File: src/rtl/matris_pkg.sv
// Shared types and constants for the matrix loader and the downstream array.
package matris_pkg;
  typedef enum logic [1:0] {LOAD_A, LOAD_B, HOLD} state_t;

  localparam int MAT_SIZE  = 2;
  localparam int MAT_WIDTH = 4;
  localparam int MAT_N     = (MAT_SIZE + 1) * (MAT_SIZE + 1);
  localparam int IDX_W     = $clog2(MAT_N);

  // LSB of element [r][c] on a row-major flat bus.
  function automatic int flat_lsb(input int r, input int c);
    return (r * (MAT_SIZE + 1) + c) * MAT_WIDTH;
  endfunction
endpackage

File: src/rtl/matris_loader_if.sv
// Element stream in, matrix pair out, plus framing-error strobe.
interface matris_loader_if #(
  parameter int SIZE  = 2,
  parameter int WIDTH = 4
);
  localparam int NE = (SIZE + 1) * (SIZE + 1);

  logic                in_valid;
  logic                in_ready;
  logic [WIDTH-1:0]    in_data;
  logic                in_last;
  logic                out_valid;
  logic                out_ack;
  logic [NE*WIDTH-1:0] m1_flat;
  logic [NE*WIDTH-1:0] m2_flat;
  logic                frame_err;

  modport master (
    output in_valid, in_data, in_last, out_ack,
    input  in_ready, out_valid, m1_flat, m2_flat, frame_err
  );

  modport slave (
    input  in_valid, in_data, in_last, out_ack,
    output in_ready, out_valid, m1_flat, m2_flat, frame_err
  );
endinterface

File: src/rtl/matris_bank.sv
// DEPTH x WIDTH register file exposed as one flat row-major read bus.
module matris_bank #(
  parameter int DEPTH = 9,
  parameter int WIDTH = 4,
  parameter int IW    = $clog2(DEPTH)
) (
  input  logic                   clk,
  input  logic                   rst,
  input  logic                   we,
  input  logic [IW-1:0]          widx,
  input  logic [WIDTH-1:0]       wdata,
  output logic [DEPTH*WIDTH-1:0] flat
);
  always_ff @(posedge clk) begin
    if (rst) begin
      flat <= '0;
    end else if (we) begin
      flat[widx*WIDTH +: WIDTH] <= wdata;
    end
  end
endmodule

File: src/rtl/matris_loader.sv
// Streams two row-major matrices in, holds them for the consumer until acked.
module matris_loader
  import matris_pkg::*;
#(
  parameter int SIZE  = MAT_SIZE,
  parameter int WIDTH = MAT_WIDTH
) (
  input logic               clk,
  input logic               rst,
  matris_loader_if.slave    bus
);
  localparam int NE = (SIZE + 1) * (SIZE + 1);
  localparam int IW = $clog2(NE);

  state_t        state, state_nx;
  logic [IW-1:0] idx, idx_nx;
  logic          accept, last_idx, err_nx, we1, we2;
  logic          out_valid_q, frame_err_q;

  assign accept   = bus.in_valid && (state != HOLD);
  assign last_idx = (idx == IW'(NE - 1));

  always_comb begin
    state_nx = state;
    idx_nx   = idx;
    err_nx   = 1'b0;
    we1      = 1'b0;
    we2      = 1'b0;
    unique case (state)
      LOAD_A: if (accept) begin
        if (bus.in_last) begin
          err_nx = 1'b1;
        end else begin
          we1 = 1'b1;
          if (last_idx) begin
            idx_nx   = '0;
            state_nx = LOAD_B;
          end else begin
            idx_nx = idx + IW'(1);
          end
        end
      end
      LOAD_B: if (accept) begin
        // in_last must coincide exactly with the final m2 element
        if (bus.in_last != last_idx) begin
          err_nx = 1'b1;
        end else begin
          we2 = 1'b1;
          if (last_idx) begin
            idx_nx   = '0;
            state_nx = HOLD;
          end else begin
            idx_nx = idx + IW'(1);
          end
        end
      end
      HOLD: if (bus.out_ack) begin
        idx_nx   = '0;
        state_nx = LOAD_A;
      end
      default: state_nx = LOAD_A;
    endcase
    if (err_nx) begin
      idx_nx   = '0;
      state_nx = LOAD_A;
    end
  end

  always_ff @(posedge clk) begin
    if (rst) begin
      state       <= LOAD_A;
      idx         <= '0;
      out_valid_q <= 1'b0;
      frame_err_q <= 1'b0;
    end else begin
      state       <= state_nx;
      idx         <= idx_nx;
      out_valid_q <= (state_nx == HOLD);
      frame_err_q <= err_nx;
    end
  end

  assign bus.in_ready  = (state != HOLD);
  assign bus.out_valid = out_valid_q;
  assign bus.frame_err = frame_err_q;

  matris_bank #(.DEPTH(NE), .WIDTH(WIDTH), .IW(IW)) u_m1 (
    .clk   (clk),
    .rst   (rst),
    .we    (we1),
    .widx  (idx),
    .wdata (bus.in_data),
    .flat  (bus.m1_flat)
  );

  matris_bank #(.DEPTH(NE), .WIDTH(WIDTH), .IW(IW)) u_m2 (
    .clk   (clk),
    .rst   (rst),
    .we    (we2),
    .widx  (idx),
    .wdata (bus.in_data),
    .flat  (bus.m2_flat)
  );
endmodule

File: src/flat_wrapper.sv
// flat-port wrapper written by rule: the top's interface ports become plain ports
module matris_loader_flat import matris_pkg::*;
#(
  parameter int SIZE  = MAT_SIZE,
  parameter int WIDTH = MAT_WIDTH
)
  (clk, rst, bus_in_valid, bus_in_data, bus_in_last, bus_out_ack, bus_in_ready, bus_out_valid, bus_m1_flat, bus_m2_flat, bus_frame_err);
  matris_loader_if #(.SIZE(SIZE), .WIDTH(WIDTH)) bus_i ();
  input logic clk;
  input logic rst;
  input wire logic [$bits(bus_i.in_valid)-1:0] bus_in_valid;
  input wire logic [$bits(bus_i.in_data)-1:0] bus_in_data;
  input wire logic [$bits(bus_i.in_last)-1:0] bus_in_last;
  input wire logic [$bits(bus_i.out_ack)-1:0] bus_out_ack;
  output wire logic [$bits(bus_i.in_ready)-1:0] bus_in_ready;
  output wire logic [$bits(bus_i.out_valid)-1:0] bus_out_valid;
  output wire logic [$bits(bus_i.m1_flat)-1:0] bus_m1_flat;
  output wire logic [$bits(bus_i.m2_flat)-1:0] bus_m2_flat;
  output wire logic [$bits(bus_i.frame_err)-1:0] bus_frame_err;
  assign bus_i.in_valid = bus_in_valid;
  assign bus_i.in_data = bus_in_data;
  assign bus_i.in_last = bus_in_last;
  assign bus_i.out_ack = bus_out_ack;
  assign bus_in_ready = bus_i.in_ready;
  assign bus_out_valid = bus_i.out_valid;
  assign bus_m1_flat = bus_i.m1_flat;
  assign bus_m2_flat = bus_i.m2_flat;
  assign bus_frame_err = bus_i.frame_err;
  matris_loader #(.SIZE(SIZE), .WIDTH(WIDTH)) u_core (.clk(clk), .rst(rst), .bus(bus_i));
endmodule
File: config.mk
export PLATFORM = sky130hd
export DESIGN_NAME = matris_loader_flat
export DESIGN_NICKNAME = d
export VERILOG_FILES = /design/src/rtl/matris_pkg.sv /design/src/rtl/matris_loader_if.sv /design/src/rtl/matris_bank.sv /design/src/rtl/matris_loader.sv /design/src/flat_wrapper.sv
export SDC_FILE = /design/constraint.sdc
export NUM_CORES = 1
export LEC_CHECK = 0
export CORE_MARGIN = 4
export CORE_UTILIZATION = 40
export DETAILED_ROUTE_END_ITERATION = 8
export GPL_ROUTABILITY_DRIVEN = 0
export GPL_TIMING_DRIVEN = 0
export MAX_ROUTING_LAYER = met4
export PLACE_DENSITY_LB_ADDON = 0.12
export SYNTH_ARGS = -nofsm -noshare
export SYNTH_HDL_FRONTEND = slang
export SYNTH_SLANG_ARGS = --single-unit
File: constraint.sdc
create_clock -name clk -period 2.85 [get_ports clk]
set_clock_uncertainty 0.2 [all_clocks]
set_input_delay 0.285 -clock clk [delete_from_list [all_inputs] [get_ports clk]]
set_output_delay 0.285 -clock clk [all_outputs]
set_load 0.05 [all_outputs]
== Word level (Yosys, flattened, before mapping) ==
Cells that the tools add are included.
Cells by class
  add/sub/neg operators: 2
  equal/unequal tests: 11
  shift operators: 2
  muxes and demuxes: 29
  reduce and logical (&&, ||, !) cells: 5
Operators with widths (count)
  bitwise mux 36 bit: 2
  variable shift 4 x 34 -> 36 bit (first input constant): 1
  variable part select 4 x 34 -> 36 bit: 1
  negator 6 -> 34 bit: 1
  2-to-1 mux 4 bit: 6
  2-to-1 mux 2 bit: 8
  one-hot mux 4 bit (3 select lines): 1
  2-to-1 mux 1 bit: 10
  != test 2 bit (second input constant): 4
  one-hot mux 2 bit (3 select lines): 1
  AND reduction 6 bit: 1
  adder 4 x 1 -> 4 bit (second input constant): 1
  equality test 2 bit (second input constant): 2
  equality test 4 bit (second input constant): 1
  != test 2 x 1 -> 1 bit (second input constant): 2
  nonzero test 3 bit: 1
  equality test 2 x 1 -> 1 bit (second input constant): 1
  zero test 2 bit: 1
  one-hot mux 1 bit (2 select lines): 1
  OR reduction 2 bit: 1
  logical AND 1 bit: 1
  != test 1 bit: 1
Word-level totals
  register bits: 80
  input port bits: 9
  output and inout bits: 75
  word-level logic and storage cells: 55

== Longest topological paths before layout ==
Gate-level depths: netlist (run 1).
  depth in word-level cells: 7
  mapped depth: 9
  gate-level depth less buffers: 7

== Hierarchy ==
A second synthesis (run 1) with hierarchy kept.
Second synthesis, totals
  cell total of the unflattened synthesis: 407
  area, all modules: 3783.6 um2
By module, submodules not included
  matris_bank (u_core.u_m1): times used 1, cells each 179, area an instance 1696.6 um2, sequential area each 720.7 um2
  matris_bank (u_core.u_m2): times used 1, cells each 171, area an instance 1610.3 um2, sequential area each 720.7 um2
  matris_loader: times used 1, cells each 57, area an instance 476.7 um2, sequential area each 160.2 um2

== Worst setup path before layout (run 1) ==
Ideal clock, no wire load.
  path kind: flip-flop to flip-flop
  from: register u_core.idx[0]
  to: register u_core.u_m2.flat[20]
  setup time: 0.128 ns
  arrival time: 2.405 ns
  data required time: 2.522 ns
  setup slack: 0.118 ns
  cell stages (with the launch flop): 9
  path buffers: 2
  clock period less this slack: 2.732 ns
  path through: dfxtp_1 > clkbuf_1 > inv_1 > ha_1 > clkbuf_1 > or3b_2 > a2111oi_4 > mux2i_1 > nor2_1
On the way
  longest elaborated chain between the ends: 5
  elaborated cells between the ends (all ways): 9
  those cells by class: 1 x add/sub; 2 x eq/ne; 2 x shift; 4 x mux
RTL lines
  from (decl): RTL line matris_loader.sv:16  | logic [IW-1:0] idx, idx_nx;
  from (signal assigned): RTL line matris_loader.sv:77  | idx <= idx_nx;
  branches (longest 5 deep; another with negator 6 -> 34 bit)
  to (signal, indexed assignment): RTL line matris_bank.sv:18  | flat[widx*WIDTH +: WIDTH] <= wdata;
  to (decl): RTL line matris_bank.sv:12  | output logic [DEPTH*WIDTH-1:0] flat
Several ways; the timed one is not identified.
A chain may end at the register's enable or synchronous reset.

== Worst setup path in the final report (run 1) ==
  from: register u_core.idx[0]
  to: register u_core.u_m2.flat[2]
The elaborated chain is that of the path after synthesis.

==> results.sh, run 1 <==
export IMPL_syn_inst=378
export IMPL_irDropWorstVdd_mv=0.231
export IMPL_max_stage_delay_ns=0.49
export IMPL_critPathLaunchType="register"
export IMPL_hold_class="reg2reg"
export IMPL_yosysTopAreaCellShare=0.444
export IMPL_crit_chain="clkbuf_4 -> inv_1 -> ha_1 -> or3b_4 -> buf_6 -> or4b_4 -> buf_6 -> or3_1 -> a21oi_1"
export IMPL_drtIter0Drc=148
export IMPL_synthTopCellsByArea="dfxtp_1, mux2i_1, nand2b_1, nand2_1, nor2_1"
export IMPL_clock_path_buffers=2
export IMPL_cp_max_fo=10
export IMPL_die_width_um=103
export IMPL_ys_types=46
export IMPL_htree_levels=3
export IMPL_crit_type="reg2reg"
export IMPL_cts_root_buf="clkbuf_8"
export IMPL_rr_endpoint="u_core.u_m2.flat[2]$_SDFFE_PP0P_"
export IMPL_worst_slack_ns=0.162
export IMPL_required_ns=2.93
export IMPL_grt_overflow=0
export IMPL_grt_pass1_wl_mm=15.0
export IMPL_hp_start="u_core.u_m1.flat[12]$_SDFFE_PP0P_"
export IMPL_worst_pin_slew_ns=0.753
export IMPL_synth_seq_cells=80
export IMPL_slew_headroom=0.498
export IMPL_fp_row_count=34
export IMPL_power_leakage_uw=0.00193
export IMPL_clk_pin_slew_ns=0.08
export IMPL_hold_violations=0
export IMPL_place_hpwl_mm=6.65
export IMPL_setup_tns_final_ns=0
export IMPL_drv_cap=0
export IMPL_io_pins=84
export IMPL_ys_flop_type="dfxtp_1"
export IMPL_synthArstFlopShare=0
export IMPL_pwr_share_seq=0.533
export IMPL_rsz0062_at_grt="no"
export IMPL_syn_nets=390
export IMPL_syn_area_um2=3610
export IMPL_ant_nets=0
export IMPL_die_h_um=103
export IMPL_post_route_min_period_ns=2.69
export IMPL_dpl_worst_slack_ns=-0.319
export IMPL_reg2reg_depth=9
export IMPL_power_density_nw_per_um2=437
export IMPL_layout_commonest_cell="dfxtp_1"
export IMPL_min_period_over_period=0.943
export IMPL_power_share_clock=0.394
export IMPL_avgViaCountPerCell=5.13
export IMPL_ys_warnings_count=0
export IMPL_arrival_ns=2.76
export IMPL_clk_latency_ns=0.34
export IMPL_diodes=0
export IMPL_internal_power_uw=1610
export IMPL_drive_above_1_share=0.0970
export IMPL_port_buffers=78
export IMPL_r2r_start="u_core.idx[0]$_SDFFE_PP0P_"
export IMPL_track_usage=0.187
export IMPL_grt_pass1_vias=2903
export IMPL_first_pass_iters=4
export IMPL_p_switching_uw=502
export IMPL_synth_area_leader_cell="dfxtp_1"
export IMPL_rrSetupSlack_ns=0.16
export IMPL_setup_violations=0
export IMPL_tritoncts="done"
export IMPL_yosysSeqAreaShare=0.444
export IMPL_grt_max_degree=14
export IMPL_avgRoutedWirePerCell_um=15.8
export IMPL_crit_path_top_delay_cell="or4b_4"
export IMPL_core_region_area_um2=8760
export IMPL_mostFrequentLayoutCells="dfxtp_1, clkdlybuf4s50_1, mux2i_1, nand2b_1, nand2_1"
export IMPL_cp_common_cell="buf_6"
export IMPL_synth_area_per_cell_um2=9.55
export IMPL_start_util=0.412
export IMPL_holdBufCountCts=0
export IMPL_fmax_ghz=0.372
export IMPL_drc=0
export IMPL_hold_depth=2
export IMPL_layout_nets=481
export IMPL_die_area_um2=10600
export IMPL_antenna_found_initial=0
export IMPL_combPwrFrac=0.073
export IMPL_area_delta_synth_final_pct=33.5
export IMPL_p_sw_frac=0.238
export IMPL_num_vias=2983
export IMPL_synth_edff_count=0
export IMPL_status="finished clean"
export IMPL_slew_violations=0
export IMPL_wirelength_mm=9.22
export IMPL_min_to="u_core.u_m1.flat[12]$_SDFFE_PP0P_"
export IMPL_cts_buffers=9
export IMPL_clock_sinks=80
export IMPL_endpoint_kind="register"
worst max-delay path, delay by kind of cell (launching register included):
family          cells  cell delay (ns)
flops               1             0.35
compound gates      1             0.14
fa+ha+maj           1             0.16
buf+inv             4             0.55
simple gates        3             1.23
through the flow:
stage / std cells / power [uW] / hold slack (ns) / utilization / cell area, um2
global route: 582 / 2200 / 0.299 / 0.550 / 4820
CTS: 581 / 2130 / 0.278 / 0.546 / 4780
global placement: 564 / 1300 / 0.259 / 0.517 / 4530
detailed placement: 564 / 1300 / 0.261 / 0.517 / 4530
floorplan: 378 / 1260 / 0.281 / - / 3610
finish: 582 / 2110 / 0.272 / 0.550 / 4820
timing repair:
action | 4_1_cts | 5_1_grt
buffers inserted | 2 | 2
setup endpoints to repair | 52 | 42
resized for setup | 10 | 11
pin swaps | 3 | 1
worst max path at each step:
stage,from,to,slack (ns),cells after the start
floorplan,u_core.idx[0]$_SDFFE_PP0P_,u_core.u_m2.flat[20]$_SDFFE_PP0P_,0.12,8
global placement,u_core.idx[2]$_SDFFE_PP0P_,u_core.u_m1.flat[9]$_SDFFE_PP0P_,-0.30,9
detailed placement,u_core.idx[1]$_SDFFE_PP0P_,u_core.u_m1.flat[11]$_SDFFE_PP0P_,-0.32,9
CTS,u_core.idx[0]$_SDFFE_PP0P_,u_core.u_m2.flat[25]$_SDFFE_PP0P_,-0.003,8
global route,u_core.idx[0]$_SDFFE_PP0P_,u_core.u_m2.flat[2]$_SDFFE_PP0P_,0.02,9
finish,u_core.idx[0]$_SDFFE_PP0P_,u_core.u_m2.flat[2]$_SDFFE_PP0P_,0.16,9
cell type report:
| cell class | count | area [um2] |
|---|---|---|
| Fill cell | 815 | 3940 |
| Multi-Input combinational cell | 262 | 1910 |
| Sequential cell | 80 | 1600 |
| Timing Repair Buffer | 82 | 813 |
| Clock buffer | 11 | 141 |
| Tap cell | 108 | 135 |
| Buffer | 26 | 129 |
| Clock inverter | 5 | 56.3 |
| Inverter | 8 | 30.0 |
metal layers:
layer | up-vias | track usage | routed length (um)
met2 | 89 | 0.273 | 4160
met5 | - | - | 0
li1 | 1478 | - | -
met1 | 1404 | 0.261 | 4420
met3 | 12 | 0.0298 | 503
met4 | 0 | 0.0637 | 130
synthesized netlist by cell type, types with 2 or more instances:
| master | number |
|---|---|
| nand2b_1 | 51 |
| nand3_1 | 3 |
| a2111oi_4 | 2 |
| o21ai_0 | 8 |
| inv_1 | 8 |
| a21oi_1 | 11 |
| nor4_1 | 3 |
| clkbuf_1 | 19 |
| ha_1 | 3 |
| xor2_1 | 2 |
| mux2i_1 | 65 |
| nor3_1 | 11 |
| buf_1 | 4 |
| nand2_1 | 33 |
| dfxtp_1 | 80 |
| and3_1 | 2 |
| or3_1 | 4 |
| nand3b_1 | 4 |
| nor2_1 | 24 |
| buf_2 | 2 |
| nor2b_1 | 3 |
| nor3b_1 | 4 |
| o2111ai_1 | 2 |
| nor4b_1 | 2 |
| nand4b_1 | 5 |
| buf_6 | 3 |
sequential cells by signal, summed over array words and instances (netlist names):
register and count:
u_core.bus.frame_err 1, u_core.bus.out_valid 1, u_core.idx 4, u_core.state 2
u_core.u_m1.flat 36, u_core.u_m2.flat 36
power by group through the flow:
stage | clock [uW] | sequential [uW] | combinational [uW]
floorplan | 0 | 1160 | 93.8
global placement | 0 | 1150 | 148
detailed placement | 0 | 1150 | 149
CTS | 857 | 1120 | 152
global route | 910 | 1120 | 166
finish | 830 | 1120 | 154
cells by family after synthesis:
| kind of cell | Yosys count | synth area share |
|---|---|---|
| muxes | 65 | 0.180 |
| buffers and inverters | 36 | 0.0444 |
| AOI/OAI and AO/OA | 32 | 0.0679 |
| xor gates and xnor gates | 2 | 0.00485 |
| DFF | 80 | 0.444 |
| and+or+nand+nor | 160 | 0.249 |
| adders and majority gates | 3 | 0.0104 |
No activity file was read; power rests on OpenSTA's default activity.
==> run 2, diff against run 1 <==
--- a/config.mk
+++ b/config.mk
@@ -12,6 +12,7 @@
 export GPL_TIMING_DRIVEN = 0
 export MAX_ROUTING_LAYER = met4
 export PLACE_DENSITY_LB_ADDON = 0.12
+export REMOVE_ABC_BUFFERS = 1
 export SYNTH_ARGS = -nofsm -noshare
 export SYNTH_HDL_FRONTEND = slang
 export SYNTH_SLANG_ARGS = --single-unit
==> run 2 against run 1 <==
Compared with the run above: non-clock buffer count fell by 24; clock power increased by 4.1%; sequential share of layout area is 0.79 points higher; largest cell class unchanged.
==> results.sh, run 2 (synthesis results as in run 1) <==
export IMPL_crit_chain="nand2b_1 -> clkdlybuf4s50_1"
export IMPL_die_area_um2=10600
export IMPL_track_usage=0.174
export IMPL_pwr_share_seq=0.528
export IMPL_die_h_um=103
export IMPL_core_region_area_um2=8760
export IMPL_placement_cell_area_um2=4460
export IMPL_crit_path_top_delay_cell="clkdlybuf4s50_1"
export IMPL_setup_tns_final_ns=0
export IMPL_worst_pin_slew_ns=0.701
export IMPL_power_density_nw_per_um2=452
export IMPL_place_hpwl_mm=5.99
export IMPL_holdBufCountCts=0
export IMPL_hold_class="in2reg"
export IMPL_diodes=0
export IMPL_internal_power_uw=1610
export IMPL_drv_cap=0
export IMPL_slew_headroom=0.526
export IMPL_htree_levels=3
export IMPL_io_pins=84
export IMPL_reg2reg_depth=6
export IMPL_holdWs_ns=0.235
export IMPL_status="finished clean"
export IMPL_endpoint_kind="primary output"
export IMPL_layout_nets=457
export IMPL_area_delta_synth_final_pct=30.5
export IMPL_power_leakage_uw=0.00188
export IMPL_clk_latency_ns=0.35
export IMPL_crit_type="reg2out"
export IMPL_num_vias=2890
export IMPL_setup_violations=0
export IMPL_drtIter0Drc=89
export IMPL_cts_root_buf="clkbuf_8"
export IMPL_slew_violations=0
export IMPL_post_route_min_period_ns=2.66
export IMPL_antenna_found_initial=0
export IMPL_fillCellCount=810
export IMPL_clock_path_buffers=2
export IMPL_rr_endpoint="u_core.u_m1.flat[9]$_SDFFE_PP0P_"
export IMPL_drive_above_1_share=0.0689
export IMPL_grt_max_degree=42
export IMPL_start_util=0.412
export IMPL_r2r_start="u_core.idx[2]$_SDFFE_PP0P_"
export IMPL_hold_depth=2
export IMPL_power_share_clock=0.406
export IMPL_grt_pass1_wl_mm=14.0
export IMPL_irDropWorstVdd_mv=0.311
export IMPL_reg_largest_list="u_core.u_m1.flat (36), u_core.u_m2.flat (36), u_core.idx (4)"
export IMPL_wirelength_mm=8.66
export IMPL_max_stage_delay_ns=0.86
export IMPL_clk_pin_slew_ns=0.09
export IMPL_grt_overflow=0
export IMPL_grt_pass1_vias=2843
export IMPL_layout_commonest_cell="clkdlybuf4s50_1"
export IMPL_critPathLaunchType="register"
export IMPL_drc=0
export IMPL_cts_buffers=9
export IMPL_p_switching_uw=520
export IMPL_post_cts_buffers=0
export IMPL_combPwrFrac=0.066
export IMPL_cp_top_family="buffers and inverters"
export IMPL_hold_violations=0
export IMPL_p_sw_frac=0.244
export IMPL_regArea_um2=1600
export IMPL_hp_start="rst"
export IMPL_arrival_ns=2.18
export IMPL_tritoncts="done"
export IMPL_first_pass_iters=4
export IMPL_min_to="u_core.u_m1.flat[30]$_SDFFE_PP0P_"
export IMPL_port_buffers=83
export IMPL_required_ns=2.37
export IMPL_cp_max_fo=15
export IMPL_fmax_ghz=0.375
export IMPL_min_period_over_period=0.935
export IMPL_rsz0062_at_grt="no"
export IMPL_avgRoutedWirePerCell_um=15.5
export IMPL_utilization=0.538
export IMPL_postLayoutCellArea_um2=4710
export IMPL_mostFrequentLayoutCells="clkdlybuf4s50_1, dfxtp_1, mux2i_1, nand2b_1, nand2_1"
export IMPL_multi_input_area_um2=1890
export IMPL_worst_path_buf_inv=1
export IMPL_fp_row_count=34
export IMPL_rrSetupSlack_ns=0.22
export IMPL_die_width_um=103
export IMPL_clock_sinks=80
export IMPL_avgViaCountPerCell=5.18
export IMPL_ant_nets=0
## run 2: worst max path at each step
stage,slack (ns),cells after the start,endpoint,start
global placement,-1.10,4,u_core.u_m1.flat[17]$_SDFFE_PP0P_,rst
CTS,0.07,6,u_core.u_m2.flat[26]$_SDFFE_PP0P_,u_core.idx[0]$_SDFFE_PP0P_
detailed placement,-0.29,7,u_core.u_m1.flat[9]$_SDFFE_PP0P_,u_core.idx[0]$_SDFFE_PP0P_
global route,0.03,7,u_core.u_m1.flat[9]$_SDFFE_PP0P_,u_core.idx[0]$_SDFFE_PP0P_
floorplan,0.32,6,u_core.u_m2.flat[0]$_SDFFE_PP0P_,u_core.idx[0]$_SDFFE_PP0P_
finish,0.19,2,bus_in_ready,u_core.state[0]$_SDFF_PP0_
## run 2: per-layer routing
metal  vias to the layer above  wire [um]  track usage  share of wire
met2                        79       3870        0.254           0.45
li1                       1435          -            -              -
met1                      1364       4170        0.231           0.48
met3                        12        493       0.0467          0.057
met4                         0        127       0.0667          0.015
met5                         -          0            -              0
## run 2: power by group through the flow
stage	combinational [uW]	sequential [uW]	clock, uW
5_1_grt	152	1130	945
6_report	141	1130	864
3_5_place_dp	137	1150	0
4_1_cts	139	1130	894
2_1_floorplan	64.6	1160	0
3_3_place_gp	135	1150	0
## run 2: worst reg2reg max path, stage by stage (launching register included)
cell,delay (ns)
dfxtp_1,0.65
nor2_1,0.11
ha_1,0.35
nand2b_1,0.28
nor4_4,0.37
and3_1,0.39
mux2i_1,0.22
## run 2: repair_timing
action,4_1_cts,5_1_grt
gates resized for setup,3,5
endpoints found under the setup margin,36,26
pin swaps,0,1
## run 2: area by class of cell
type	count	area share
clock buffer	11	0.0300
multi-input combinational	262	0.402
sequential	80	0.340
clock inverter	5	0.0135
timing repair buffer	84	0.180
inverter	8	0.00637
tap	108	0.0287
## run 2: through the flow
stage	power, uW	cells	setup slack, ns
after floorplan	1230	350	0.320
after global placement	1290	541	-1.10
after detailed placement	1290	542	-0.294
after CTS	2160	558	0.0678
after global routing	2220	558	0.0348
final	2130	558	0.186
==> run 3, diff against run 2 <==
--- a/config.mk
+++ b/config.mk
@@ -6,10 +6,11 @@
 export NUM_CORES = 1
 export LEC_CHECK = 0
 export CORE_MARGIN = 4
-export CORE_UTILIZATION = 40
+export CORE_UTILIZATION = 45
 export DETAILED_ROUTE_END_ITERATION = 8
 export GPL_ROUTABILITY_DRIVEN = 0
 export GPL_TIMING_DRIVEN = 0
+export HOLD_SLACK_MARGIN = 0.05
 export MAX_ROUTING_LAYER = met4
 export PLACE_DENSITY_LB_ADDON = 0.12
 export REMOVE_ABC_BUFFERS = 1
==> run 3 against run 2 <==
Compared with the run above: non-clock buffer count unchanged; die area fell by 10%; total power is 3.3% higher; via count decreased by 1.5%; largest cell class unchanged; critical path type is now reg2reg; cell area rose by 0.11%; fmax grew 1.3%; sequential share of layout area about the same; combinational power about the same; first-iteration DRC count shrank 2.2%; hold slack got worse by 0.037 ns.
==> results.sh, run 3 (synthesis results as in run 1) <==
export IMPL_antenna_found_initial=0
export IMPL_pwr_share_seq=0.511
export IMPL_cts_root_buf="clkbuf_8"
export IMPL_layout_commonest_cell="clkdlybuf4s50_1"
export IMPL_core_region_area_um2=7770
export IMPL_cts_resized=3
export IMPL_power_leakage_uw=0.00189
export IMPL_die_width_um=97.6
export IMPL_fmax_ghz=0.380
export IMPL_grt_max_degree=51
export IMPL_hold_class="in2reg"
export IMPL_worst_slack_ns=0.220
export IMPL_rsz0062_at_grt="no"
export IMPL_avgRoutedWirePerCell_um=15.3
export IMPL_p_switching_uw=521
export IMPL_fillCellCount=683
export IMPL_min_period_over_period=0.923
export IMPL_fp_row_count=32
export IMPL_io_pins=84
export IMPL_r2r_start="u_core.idx[0]$_SDFFE_PP0P_"
export IMPL_setup_violations=0
export IMPL_drtIter0Drc=87
export IMPL_clock_path_buffers=2
export IMPL_irDropWorstVdd_mv=0.389
export IMPL_drv_cap=0
export IMPL_holdBufCountCts=0
export IMPL_htree_levels=3
export IMPL_postLayoutCellArea_um2=4720
export IMPL_dpl_worst_slack_ns=-0.224
export IMPL_cp_max_fo=14
export IMPL_start_util=0.465
export IMPL_mostFrequentLayoutCells="clkdlybuf4s50_1, dfxtp_1, mux2i_1, nand2b_1, nand2_1"
export IMPL_track_usage=0.188
export IMPL_p_sw_frac=0.237
export IMPL_hp_start="rst"
export IMPL_tritoncts="done"
export IMPL_required_ns=2.93
export IMPL_reg_largest_list="u_core.u_m1.flat (36), u_core.u_m2.flat (36), u_core.idx (4)"
export IMPL_clk_pin_slew_ns=0.09
export IMPL_cts_buffers=9
export IMPL_die_area_um2=9520
export IMPL_power_share_clock=0.426
export IMPL_crit_type="reg2reg"
export IMPL_first_pass_iters=5
export IMPL_slew_headroom=0.474
export IMPL_total_power_uw=2200
export IMPL_post_cts_buffers=0
export IMPL_startpoint="u_core.idx[0]$_SDFFE_PP0P_"
export IMPL_die_h_um=97.6
export IMPL_worst_pin_slew_ns=0.778
export IMPL_placement_cell_area_um2=4450
export IMPL_ant_nets=0
export IMPL_avgViaCountPerCell=5.16
export IMPL_num_vias=2847
export IMPL_slew_violations=0
export IMPL_status="finished clean"
export IMPL_clk_latency_ns=0.34
export IMPL_clock_sinks=80
export IMPL_layout_nets=457
export IMPL_grt_overflow=0
export IMPL_internal_power_uw=1680
export IMPL_port_buffers=83
export IMPL_critPathLaunchType="register"
export IMPL_holdWs_ns=0.198
export IMPL_grt_pass1_wl_mm=14.4
export IMPL_arrival_ns=2.70
export IMPL_post_route_min_period_ns=2.63
export IMPL_power_density_nw_per_um2=467
export IMPL_drive_above_1_share=0.0689
export IMPL_endpoint_kind="register"
export IMPL_combPwrFrac=0.063
export IMPL_grt_pass1_vias=2832
export IMPL_drc=0
export IMPL_area_delta_synth_final_pct=30.6
export IMPL_hold_violations=0
export IMPL_wirelength_mm=8.44
export IMPL_place_hpwl_mm=5.93
export IMPL_diodes=0
==> run 3: metal layers <==
| metal | vias to the layer above | GRT usage | wire (um) |
|---|---|---|---|
| met5 | - | - | 0 |
| met4 | 0 | 0.0447 | 80 |
| met3 | 5 | 0.0596 | 480 |
| met2 | 68 | 0.285 | 3900 |
| met1 | 1344 | 0.244 | 3980 |
| li1 | 1430 | - | - |
==> run 3: worst max-delay path: stages, from the launching register on <==
cell	delay, ns
dfxtp_2	0.40
inv_1	0.08
ha_2	0.31
or3b_4	0.46
or4b_4	0.56
or3_1	0.40
a21oi_1	0.14
==> run 3: area by class of cell <==
type	count	area (um2)	area share
inverters	8	30.0	0.00637
clock buffers	9	124	0.0263
repair buffers	84	846	0.179
well taps	102	128	0.0271
flip-flops and latches	80	1600	0.340
multi-input cells	262	1880	0.399
clock inverters	7	103	0.0218
==> run 3: power by group through the flow <==
| stage | clock (uW) | sequential [uW] | combinational [uW] |
|---|---|---|---|
| after detailed placement | 0 | 1150 | 136 |
| after global placement | 0 | 1150 | 134 |
| after global routing | 1000 | 1130 | 152 |
| after CTS | 967 | 1130 | 137 |
| final | 937 | 1130 | 139 |
| after floorplan | 0 | 1160 | 64.6 |
==> run 3: worst paths after layout <==
check / endpoint / cells after the start / slack [ns]
setup reg to reg: u_core.u_m2.flat[1]$_SDFFE_PP0P_ / 6 / 0.22
hold reg to reg: u_core.u_m1.flat[14]$_SDFFE_PP0P_ / 2 / 0.28
setup / recovery: u_core.u_m2.flat[1]$_SDFFE_PP0P_ / 6 / 0.22
hold / removal: u_core.u_m2.flat[30]$_SDFFE_PP0P_ / 2 / 0.20
==> run 3: through the flow <==
stage | instances | TNS, ns | util
floorplan | 350 | 0 | -
global placement | 535 | -45.41 | 0.572
global route | 552 | 0 | 0.607
finish | 552 | 0 | 0.607
CTS | 552 | 0 | 0.604
detailed placement | 536 | -4.91 | 0.573
